File: src/rtl/load_store_unit.sv
// Load/store unit: one load or store per request over a req/ack data bus.
// Optional bus timeout fault enabled by defining LSU_TIMEOUT_EN.
module load_store_unit #(
    parameter int unsigned TIMEOUT_CYCLES = 255
) (
    input  logic        clk_i,
    input  logic        reset_i,
    input  logic        req_valid_i,
    output logic        req_ready_o,
    input  logic        req_is_store_i,
    input  logic [2:0]  req_funct3_i,
    input  logic [31:0] req_addr_i,
    input  logic [31:0] req_wdata_i,
    input  logic [4:0]  req_rd_i,
    output logic        mem_req_o,
    output logic        mem_we_o,
    output logic [31:0] mem_addr_o,
    output logic [31:0] mem_wdata_o,
    output logic [3:0]  mem_wstrb_o,
    input  logic        mem_ack_i,
    input  logic [31:0] mem_rdata_i,
    output logic        resp_valid_o,
    output logic [31:0] resp_rdata_o,
    output logic [4:0]  resp_rd_o,
    output logic        resp_regwrite_o,
    output logic        resp_fault_o,
    output logic [1:0]  resp_cause_o
);

    if (TIMEOUT_CYCLES < 1 || TIMEOUT_CYCLES > 65535) begin : g_bad_timeout
        $error("TIMEOUT_CYCLES must be in 1..65535");
    end

    localparam logic [1:0] CauseMisalign = 2'd1;
    localparam logic [1:0] CauseIllegal  = 2'd2;

    typedef enum logic [1:0] {StIdle, StBus, StResp} state_e;

    state_e      state_q, state_d;
    logic        is_store_q, is_store_d;
    logic [2:0]  funct3_q, funct3_d;
    logic [31:0] addr_q, addr_d;
    logic [31:0] wdata_q, wdata_d;
    logic [3:0]  wstrb_q, wstrb_d;
    logic [4:0]  rd_q, rd_d;
    logic [31:0] rdata_q, rdata_d;
    logic        fault_q, fault_d;
    logic [1:0]  cause_q, cause_d;
`ifdef LSU_TIMEOUT_EN
    localparam logic [15:0] TimeoutLast = 16'(TIMEOUT_CYCLES - 1);
    logic [15:0] cnt_q, cnt_d;
`endif

    logic        illegal, misaligned;
    logic [31:0] lane_wdata, ld_data;
    logic [3:0]  lane_wstrb;
    logic [15:0] ld_half;
    logic [7:0]  ld_byte;

    // Request decode: illegal funct3 outranks misalignment.
    always_comb begin
        if (req_is_store_i) begin
            illegal = req_funct3_i[2] | (req_funct3_i == 3'd3);
        end else begin
            illegal = (req_funct3_i == 3'd3) | (req_funct3_i == 3'd6) | (req_funct3_i == 3'd7);
        end
        misaligned = ((req_funct3_i[1:0] == 2'b01) & req_addr_i[0]) |
                     ((req_funct3_i[1:0] == 2'b10) & (req_addr_i[1:0] != 2'b00));
        lane_wdata = req_wdata_i;
        lane_wstrb = 4'b0000;
        if (req_is_store_i) begin
            case (req_funct3_i[1:0])
                2'b00: begin
                    lane_wdata = {4{req_wdata_i[7:0]}};
                    lane_wstrb = 4'b0001 << req_addr_i[1:0];
                end
                2'b01: begin
                    lane_wdata = {2{req_wdata_i[15:0]}};
                    lane_wstrb = req_addr_i[1] ? 4'b1100 : 4'b0011;
                end
                default: lane_wstrb = 4'b1111;
            endcase
        end
    end

    // Load lane extraction from the acked word.
    always_comb begin
        ld_half = 16'(mem_rdata_i >> {addr_q[1:0], 3'b000});
        ld_byte = ld_half[7:0];
        case (funct3_q)
            3'b000:  ld_data = {{24{ld_byte[7]}}, ld_byte};
            3'b001:  ld_data = {{16{ld_half[15]}}, ld_half};
            3'b100:  ld_data = {24'd0, ld_byte};
            3'b101:  ld_data = {16'd0, ld_half};
            default: ld_data = mem_rdata_i;
        endcase
    end

    always_comb begin
        state_d    = state_q;
        is_store_d = is_store_q;
        funct3_d   = funct3_q;
        addr_d     = addr_q;
        wdata_d    = wdata_q;
        wstrb_d    = wstrb_q;
        rd_d       = rd_q;
        rdata_d    = rdata_q;
        fault_d    = fault_q;
        cause_d    = cause_q;
`ifdef LSU_TIMEOUT_EN
        cnt_d      = cnt_q;
`endif
        case (state_q)
            StIdle: begin
                if (req_valid_i) begin
                    is_store_d = req_is_store_i;
                    funct3_d   = req_funct3_i;
                    addr_d     = req_addr_i;
                    wdata_d    = lane_wdata;
                    wstrb_d    = lane_wstrb;
                    rd_d       = req_rd_i;
                    rdata_d    = 32'd0;
                    fault_d    = illegal | misaligned;
                    cause_d    = illegal ? CauseIllegal : (misaligned ? CauseMisalign : 2'd0);
                    state_d    = (illegal | misaligned) ? StResp : StBus;
`ifdef LSU_TIMEOUT_EN
                    cnt_d      = 16'd0;
`endif
                end
            end
            StBus: begin
                if (mem_ack_i) begin
                    if (!is_store_q) begin
                        rdata_d = ld_data;
                    end
                    state_d = StResp;
`ifdef LSU_TIMEOUT_EN
                end else if (cnt_q == TimeoutLast) begin
                    fault_d = 1'b1;
                    cause_d = 2'd3;
                    state_d = StResp;
                end else begin
                    cnt_d = cnt_q + 16'd1;
`endif
                end
            end
            default: state_d = StIdle;
        endcase
    end

    always_ff @(posedge clk_i) begin
        if (reset_i) begin
            state_q    <= StIdle;
            is_store_q <= 1'b0;
            funct3_q   <= 3'd0;
            addr_q     <= 32'd0;
            wdata_q    <= 32'd0;
            wstrb_q    <= 4'd0;
            rd_q       <= 5'd0;
            rdata_q    <= 32'd0;
            fault_q    <= 1'b0;
            cause_q    <= 2'd0;
`ifdef LSU_TIMEOUT_EN
            cnt_q      <= 16'd0;
`endif
        end else begin
            state_q    <= state_d;
            is_store_q <= is_store_d;
            funct3_q   <= funct3_d;
            addr_q     <= addr_d;
            wdata_q    <= wdata_d;
            wstrb_q    <= wstrb_d;
            rd_q       <= rd_d;
            rdata_q    <= rdata_d;
            fault_q    <= fault_d;
            cause_q    <= cause_d;
`ifdef LSU_TIMEOUT_EN
            cnt_q      <= cnt_d;
`endif
        end
    end

    always_comb begin
        req_ready_o     = (state_q == StIdle);
        mem_req_o       = (state_q == StBus);
        mem_we_o        = (state_q == StBus) & is_store_q;
        mem_wstrb_o     = (state_q == StBus) ? wstrb_q : 4'b0000;
        mem_addr_o      = {addr_q[31:2], 2'b00};
        mem_wdata_o     = wdata_q;
        resp_valid_o    = (state_q == StResp);
        resp_rdata_o    = resp_valid_o ? rdata_q : 32'd0;
        resp_rd_o       = resp_valid_o ? rd_q : 5'd0;
        resp_fault_o    = resp_valid_o & fault_q;
        resp_cause_o    = resp_valid_o ? cause_q : 2'd0;
        resp_regwrite_o = resp_valid_o & ~is_store_q & ~fault_q & (rd_q != 5'd0);
    end

endmodule

File: config.mk
export PLATFORM = sky130hd
export DESIGN_NAME = load_store_unit
export DESIGN_NICKNAME = d
export VERILOG_FILES = /design/src/rtl/load_store_unit.sv
export SDC_FILE = /design/constraint.sdc
export NUM_CORES = 1
export LEC_CHECK = 0
export CORE_MARGIN = 5
export CORE_UTILIZATION = 40
export DETAILED_ROUTE_END_ITERATION = 8
export PLACE_DENSITY = 0.72
export SLEW_MARGIN = 10
export SYNTH_ARGS = -nofsm -noshare
export SYNTH_HDL_FRONTEND = slang
export SYNTH_SLANG_ARGS = --single-unit
File: constraint.sdc
create_clock -name clk_i -period 3.5 [get_ports clk_i]
set_clock_uncertainty 0.15 [all_clocks]
set_input_delay 0.7 -clock clk_i [delete_from_list [all_inputs] [get_ports clk_i]]
set_output_delay 0.7 -clock clk_i [all_outputs]
set_load 0.005 [all_outputs]
==> results.toml <==
[run_status]
status = "finished clean"

[clocking]
cts_resized = 0
cts_tree = "done"
clock_sinks = 114
cts_buffers = 17
cts-htree-levels = 4
clock_path_buffers = 2
clock_latency_ps = 410
clock-root-buffer = "clkbuf_16"
path_clk_slew_ps = 60
cts_setup_buffers = 0
hold_buffers = 0

[die]
initial_core_util_pct = 40.4
rows = 42
die_h_um = 125
die-area_mm2 = 0.0157
coreArea_mm2 = 0.0131
io_pins = 222
chipWidth_um = 125

[power_and_ir_drop]
p_clk_share_pct = 47.8
internal-power_mw = 2.93
power_switching_mw = 0.895
power_frac_seq_pct = 37.1
ir_worst_vdd_uv = 286
powerDensity_mw_per_mm2 = 477
p_comb_share_pct = 15.1
swShare_pct = 23.4
leakagePower_nw = 2.96

[finish]
areaGrowthSynthToFinish_pct = 50.8
drive_gt1_share_pct = 8.06
layout_common_cells = "clkdlybuf4s50_1 (218), nand2_1 (139), dfxtp_1 (114), a21oi_1 (98), and2_1 (45)"
nNetsFinal = 915
final_common_cell = "clkdlybuf4s50_1"
fin_area_mm2 = 0.00801
n_fill_cell = 1153
antenna_cells = 0

[yosys]
synth.yosys.seq_area_share_pct = 42.9
ys.flop_type = "dfxtp_1"
syn_area_mm2 = 0.00531
async_flop_share_pct = 0
synth.distinct_cells = 41
syn_inst = 641
ys_ff_latch = 114
avgSynthCellArea_um2 = 8.29
synth_warnings = 0
synth-edff-count = 0

[sta]
grt_setup_unrepaired = "false"
tns_ps = 0
worstMarginPinSlew_ps = 929
max_freq_ghz = 0.322
post-route-period-util_pct = 88.7
finalHoldViolCount = 0
slew_headroom_pct = 38.0
period_needed_ps = 3100
slew_violations = 0
setup_viol = 0

[critical_path]
end_kind = "output port"
cp_data_required_time_ps = 2650
startpoint_type = "register"
crit_arrival_ps = 2250
critPathMaxFanout = 35
timing_worst_setup_path_type = "register to output port"

[hold_path]
hp-class = "register to register"

[place]
io_buffers = 219
gp_congestion = 0.814
postPlaceCellArea_mm2 = 0.00738
detailed_place_hpwl_mm = 11.9

[job]
maxCapViolCount = 0

[route]
via_per_inst = 5.16
via_count = 5133
wl_per_cell_um = 16.4
firstDrtPassIters = 6
ant_nets = 0
drc_errors = 0
wl_mm = 16.3
first_iter_violations = 302

[global_routing]
grt_overflow = 0
first_global_vias = 5263
grt_start_max_net_pins = 91
track_usage_pct = 20.6
grt_pass1_wl_mm = 26.6
grt_antenna_before_repair = 0
## metal layers
metal  GRT usage, %  wire [µm]
met1           23.8       6810
met2           32.6       7320
met3           10.5       1780
met4           7.97        390
met5              0          0
## critical path, cell delays in order, from the launching register on
cell	delay (ps)
dfxtp_1	410
nor2b_2	370
buf_4	360
and2_1	200
clkdlybuf4s50_1	510
## flip-flops by register name (all words and copies together), names as in the netlist
| name | count |
|---|---|
| addr_q | 32 |
| mem_wdata_o | 32 |
| rdata_q | 32 |
| rd_q | 5 |
| wstrb_q | 4 |
| funct3_q | 3 |
| cause_q | 2 |
| state_q | 2 |
| fault_q | 1 |
| is_store_q | 1 |
## final timing paths
path	cells after the start	slack, ps	to	start
worst min register to register	2	300	rdata_q[2]	rdata_q[2]
worst min-delay path	2	300	rdata_q[2]	rdata_q[2]
worst max register to register	4	1030	rdata_q[22]	funct3_q[0]
worst max-delay path	4	400	resp_fault_o	state_q[1]
## cells by family (layout without fill, tap and decap cells)
logic type / Yosys count / count (layout) / share of synthesized area (%)
multiplexers: 26 / 26 / 5.11
buffers and inverters: 93 / 270 / 9.16
flip-flops: 114 / 114 / 42.9
AND/OR/NAND/NOR: 227 / 227 / 19.6
other: 1 / 2 / 0.0706
AO/OA/AOI/OAI: 179 / 179 / 23.0
XOR/XNOR: 1 / 1 / 0.165
## cells in the mapped netlist, types with 2 or more instances
library cell  count  share of area [%]
a211oi_1          8                1.1
a21oi_1          98                9.2
a221o_1          15                2.8
a221o_2          10                2.1
a32oi_1           8                1.3
and2_1           45                5.3
buf_1             5               0.35
buf_2             2               0.19
buf_4            32                4.5
buf_6             2               0.42
clkbuf_1         44                3.1
dfxtp_1         114                 43
inv_1             8               0.57
mux2_2            9                1.9
mux2i_1          17                3.2
nand2_1         140                9.9
nand2b_1          5               0.59
nand3b_1          2               0.28
nor2_1           17                1.2
nor2b_1           7               0.82
nor3b_1           3               0.42
o211ai_1         16                2.3
o21bai_1          3               0.42
o221ai_1          7                1.2
o22a_1            7                1.2
or3_1             2               0.24
## power groups by stage
| stage | Clock, mW | Combinational, mW | Sequential [mW] |
|---|---|---|---|
| global route | 1.92 | 0.631 | 1.43 |
| finish | 1.83 | 0.577 | 1.42 |
| CTS | 1.85 | 0.581 | 1.42 |
| floorplan | 0 | 0.289 | 1.44 |
| global placement | 0 | 0.569 | 1.44 |
| detailed placement | 0 | 0.577 | 1.45 |
## metrics by stage
step	util [%]	setup WS [ps]	hold WS [ps]	instances	power, mW
floorplan	-	1250	277	642	1.72
global placement	56.2	498	288	963	2.01
detailed placement	56.2	452	295	963	2.02
CTS	61.0	369	301	995	3.85
global route	61.0	258	319	995	3.98
finish	61.0	396	297	995	3.82
## layout make-up
cell class / count / area (µm²) / share of cell area, %
multi-input combinational: 435 / 2570 / 32.0
timing repair buffer: 230 / 2280 / 28.5
clock buffer: 23 / 478 / 5.97
inverter: 8 / 30.0 / 0.375
tap: 176 / 220 / 2.75
sequential: 114 / 2280 / 28.5
clock inverter: 9 / 153 / 1.91
(Power assumes the default switching activity.)
